File: config.mk
export PLATFORM = sky130hd
export DESIGN_NAME = program_loader
export DESIGN_NICKNAME = d
export VERILOG_FILES = /design/src/rtl/program_loader.sv
export SDC_FILE = /design/constraint.sdc
export NUM_CORES = 1
export LEC_CHECK = 0
export ABC_CLOCK_PERIOD_IN_PS = 2100
export CELL_PAD_IN_SITES_DETAIL_PLACEMENT = 0
export CELL_PAD_IN_SITES_GLOBAL_PLACEMENT = 2
export CORE_MARGIN = 3
export CORE_UTILIZATION = 31
export DETAILED_ROUTE_END_ITERATION = 8
export PLACE_DENSITY = 0.84
export SYNTH_ARGS = -nofsm -noshare
export SYNTH_HDL_FRONTEND = slang
export SYNTH_SLANG_ARGS = --single-unit
File: constraint.sdc
create_clock -name clk -period 2.1 [get_ports clk]
set_input_delay 0.42 -clock clk [delete_from_list [all_inputs] [get_ports clk]]
set_output_delay 0.42 -clock clk [all_outputs]
set_load 0.005 [all_outputs]
File: src/rtl/program_loader.sv
// Byte-stream loader for the MCU instruction memory: packs big-endian byte pairs
// into 16-bit words, writes them sequentially, then runs the core until a halt opcode.
module program_loader #(
    parameter int unsigned ADDR_W  = 8,
    parameter logic [3:0]  HALT_OP = 4'hF
) (
    input  logic              clk,
    input  logic              rst_n,
    input  logic              in_valid,
    input  logic [7:0]        in_byte,
    input  logic              in_last,
    output logic              in_ready,
    output logic              mem_we,
    output logic [ADDR_W-1:0] mem_addr,
    output logic [15:0]       mem_wdata,
    input  logic [15:0]       instr,
    input  logic              instr_valid,
    output logic              core_run,
    output logic              halted,
    output logic              load_err,
    output logic [ADDR_W:0]   word_count
);

    typedef enum logic [2:0] {
        LOAD_HI,
        LOAD_LO,
        WRITE,
        RUN,
        HALT,
        ERR
    } state_t;

    localparam logic [ADDR_W-1:0] PTR_ONE = 1;
    localparam logic [ADDR_W-1:0] PTR_MAX = '1;
    localparam logic [ADDR_W:0]   CNT_ONE = 1;

    state_t              state_q;
    logic [7:0]          hi_q;
    logic                last_q;
    logic [ADDR_W-1:0]   ptr_q;
    logic [ADDR_W:0]     word_count_q;
    logic                in_ready_q;
    logic                mem_we_q;
    logic [ADDR_W-1:0]   mem_addr_q;
    logic [15:0]         mem_wdata_q;
    logic                core_run_q;
    logic                halted_q;
    logic                load_err_q;

    logic xfer;
    logic halt_fetch;
    logic unused_instr_bits;

    assign xfer              = in_valid & in_ready_q;
    assign halt_fetch        = instr_valid && (instr[15:12] == HALT_OP);
    assign unused_instr_bits = ^instr[11:0];

    // Outputs are registered alongside the state so each one reflects the
    // state being entered on the same edge.
    always_ff @(posedge clk or negedge rst_n) begin
        if (!rst_n) begin
            state_q      <= LOAD_HI;
            hi_q         <= 8'h00;
            last_q       <= 1'b0;
            ptr_q        <= '0;
            word_count_q <= '0;
            in_ready_q   <= 1'b0;
            mem_we_q     <= 1'b0;
            mem_addr_q   <= '0;
            mem_wdata_q  <= 16'h0000;
            core_run_q   <= 1'b0;
            halted_q     <= 1'b0;
            load_err_q   <= 1'b0;
        end else begin
            case (state_q)
                LOAD_HI: begin
                    in_ready_q <= 1'b1;
                    if (xfer) begin
                        hi_q <= in_byte;
                        if (in_last) begin
                            // Odd-length program: pad the final low byte with zero.
                            last_q      <= 1'b1;
                            in_ready_q  <= 1'b0;
                            mem_we_q    <= 1'b1;
                            mem_addr_q  <= ptr_q;
                            mem_wdata_q <= {in_byte, 8'h00};
                            state_q     <= WRITE;
                        end else begin
                            state_q <= LOAD_LO;
                        end
                    end
                end
                LOAD_LO: begin
                    if (xfer) begin
                        last_q      <= in_last;
                        in_ready_q  <= 1'b0;
                        mem_we_q    <= 1'b1;
                        mem_addr_q  <= ptr_q;
                        mem_wdata_q <= {hi_q, in_byte};
                        state_q     <= WRITE;
                    end
                end
                WRITE: begin
                    mem_we_q     <= 1'b0;
                    ptr_q        <= ptr_q + PTR_ONE;
                    word_count_q <= word_count_q + CNT_ONE;
                    if (last_q) begin
                        core_run_q <= 1'b1;
                        state_q    <= RUN;
                    end else if (ptr_q == PTR_MAX) begin
                        // Memory full with more data pending: refuse rather than wrap.
                        load_err_q <= 1'b1;
                        state_q    <= ERR;
                    end else begin
                        in_ready_q <= 1'b1;
                        state_q    <= LOAD_HI;
                    end
                end
                RUN: begin
                    if (halt_fetch) begin
                        core_run_q <= 1'b0;
                        halted_q   <= 1'b1;
                        state_q    <= HALT;
                    end
                end
                HALT: begin
                    state_q <= HALT;
                end
                ERR: begin
                    state_q <= ERR;
                end
                default: begin
                    in_ready_q <= 1'b0;
                    mem_we_q   <= 1'b0;
                    core_run_q <= 1'b0;
                    load_err_q <= 1'b1;
                    state_q    <= ERR;
                end
            endcase
        end
    end

    assign in_ready   = in_ready_q;
    assign mem_we     = mem_we_q;
    assign mem_addr   = mem_addr_q;
    assign mem_wdata  = mem_wdata_q;
    assign core_run   = core_run_q;
    assign halted     = halted_q;
    assign load_err   = load_err_q;
    assign word_count = word_count_q;

endmodule

==> results_dict.tcl <==
set metrics [dict create \
    clk_latency_ns 0.33 \
    crit_slowest_cell "or4_1" \
    synth_cell_types 38 \
    max-cap-violations 0 \
    drt_pass1_iterations 4 \
    die_width_um 96.3 \
    grt_max_degree 59 \
    hold_buffers 0 \
    relSlewSlack_pct 70.6 \
    fp.dieArea_um2 9270 \
    power_density_nw_per_um2 1410 \
    areaGrowthSynthToFinish_pct 38.3 \
    hold_viol 0 \
    cpLargestDelayFamily "buffers and inverters" \
    rsz0062_at_grt "false" \
    syn_avg_cell_area_um2 12.1 \
    synth-adder-area-share_pct 0.990 \
    postCtsSetupBuffers 0 \
    gr-total-overflow 0 \
    ir_worst_vdd_v 0.000628 \
    grt_pass1_wl_mm 9.00 \
    slew_violations 0 \
    required_ns 2.31 \
    cts_tree "yes" \
    multi_input_area_um2 1000 \
    synth_top_family_by_area "multiplexers" \
    arrival_ns 2.02 \
    synthMostInstantiatedCell "dfrtp_1" \
    drt_iter0_drc 70 \
    clock-root-buffer "clkbuf_8" \
    synth-seq-area-share_pct 57.4 \
    syn-num-nets 240 \
    synth_area_leaders "dfrtp_1, mux2_2, xnor2_1" \
    path_class "in -> reg" \
    clock_sinks 58 \
    final.min_clock_period_ns 1.81 \
    ys.warnings.count 0 \
    start_util_pct 32.4 \
    final_cell_area_um2 3490 \
    clockBufferDepth 2 \
    synthCells 209 \
    antenna_cells 0 \
    synth-seq-cells 58 \
    antenna_found_initial 0 \
    synth_top_cell_by_area "dfrtp_1" \
    synthMuxAreaShare_pct 12.4 \
    coreArea_um2 7810 \
    clock_skew_ns 0.00837 \
    numCtsBuffers 9 \
    gp_congestion 0.704 \
    mappedNetlistArea_um2 2530 \
    synth_top_flop_cell "dfrtp_1" \
    vias 1818 \
    synth_xor_area_share_pct 5.20 \
    synth-compound-area-share_pct 10.0 \
    area.sequential_um2 1450 \
    start_kind "primary input" \
    clk_pin_slew_ns 0.07 \
    rows 32 \
    path_cells "clkdlybuf4s50_1 > nand2_2 > or4_1 > buf_4 > mux2_4" \
    synth_edf_count 0 \
    io_buffer_count 54 \
    synth_top_area_share_pct 57.4 \
    worst_pin_slew_ns 0.441 \
    ant_nets 0 \
    route.detailed.drc 0 \
    synthArstFlopShare_pct 100 \
    hpwl_mm 3.79 \
    wl_per_cell_um 14.5 \
    synthTopCellsByCount "dfrtp_1, nand2_1, mux2_2" \
    drive_gt1_share_pct 17.6 \
    wl_mm 5.52 \
    run_status "finished clean" \
    leakagePower_nw 1.57 \
    finalCritPeriodShare_pct 86.2 \
    endpoint_kind "flip-flop" \
    yosys.area_share.simple_pct 11.0 \
    die_y_um 96.3 \
    track_usage_pct 12.9 \
    vias_per_cell 4.77 \
    grt_pass1_vias 1798 \
    fmax_ghz 0.552 \
    cp_max_fo 12 \
    tns_ns 0 \
    htree_levels 3 \
    finalSetupViolCount 0 \
    crit_path_max_incr_delay_ns 0.50 \
    cts_resized 0 \
    ioPinCount 67 \
    final_nets 305 \
    placed_cell_area_um2 3230 \
    n_fill_cell 763 \
    worst-path-buf-inv 2 \
    min_path_type "in -> async" \
]
## stage by stage
stage	power (mW)	utilization (%)	hold slack (ns)	worst slack, ns	cells
4_1_cts	5.00	44.8	0.0813	0.294	381
6_report	4.92	44.8	0.0723	0.290	381
5_1_grt	5.25	44.8	0.0865	0.214	381
3_5_place_dp	3.60	41.4	0.452	-0.0427	365
3_3_place_gp	3.55	41.4	0.451	-0.0329	365
2_1_floorplan	2.73	-	0.124	0.462	209
## where the power goes
part           total (mW)  switching (mW)  internal [mW]
registers            1.89           0.353           1.54
clock network        1.37           0.460          0.908
logic                1.66           0.623           1.04
## cell type report
cell class                 count  area share, %
clock buffer                   9           3.54
clock inverter                 7           4.05
inverter                       5          0.537
multi-input combinational    135           28.6
sequential                    58           41.5
tap                          102           3.65
timing repair buffer          65           18.0
## per-layer routing
metal	global-route usage (%)	up-vias	wire [um]
met4	5.61	0	108
li1	-	875	-
met3	4.22	7	260
met2	19.9	42	2620
met5	0	-	0
met1	16.7	894	2540
## final timing paths
| path | start | end | slack (ns) | depth (start not counted) |
|---|---|---|---|---|
| max in group asynchronous | rst_n | ptr_q[1]$_DFFE_PN0P_ | 1.76 | 2 |
| max | in_valid | mem_addr[2]$_DFFE_PN0P_ | 0.29 | 5 |
| min in group clk | load_err$_DFFE_PN0P_ | load_err$_DFFE_PN0P_ | 0.47 | 1 |
| max reg2reg | state_q[2]$_DFFE_PN0P_ | mem_addr[2]$_DFFE_PN0P_ | 0.31 | 3 |
| min reg2reg | load_err$_DFFE_PN0P_ | load_err$_DFFE_PN0P_ | 0.47 | 1 |
| min | rst_n | word_count[8]$_DFFE_PN0P_ | 0.07 | 2 |
## state kept, by name (all words and copies together) (netlist names)
signal,count
in_ready,1
halted,1
mem_addr,8
hi_q,8
ptr_q,8
word_count,9
core_run,1
last_q,1
mem_we,1
load_err,1
mem_wdata,16
state_q,3
## kinds of logic (layout without fill, tap and decap cells)
logic type / after synthesis / count (layout)
simple gates: 53 / 53
fa+ha+maj: 2 / 2
xor+xnor: 15 / 15
flops: 58 / 58
compound gates: 38 / 38
mux: 27 / 27
buf+inv: 16 / 86
## cell usage in the layout, fill, tap and decap left out, types with 2 or more instances in the layout
| master | instances |
|---|---|
| a21oi_1 | 4 |
| clkdlybuf4s50_1 | 53 |
| mux2_4 | 5 |
| nand4_1 | 5 |
| mux2i_1 | 8 |
| mux2_2 | 14 |
| nand2_1 | 17 |
| o21a_1 | 2 |
| bufinv_16 | 4 |
| o21ai_0 | 13 |
| ha_1 | 2 |
| clkbuf_8 | 9 |
| nor3_1 | 3 |
| xnor2_1 | 11 |
| nand3_1 | 7 |
| inv_1 | 5 |
| nor4_1 | 2 |
| nor2_1 | 5 |
| a21o_1 | 2 |
| buf_4 | 10 |
| a22o_1 | 9 |
| dfrtp_1 | 58 |
| and3_1 | 5 |
| o22ai_1 | 3 |
| xor2_1 | 4 |
Power figures use the tool's default switching activity.
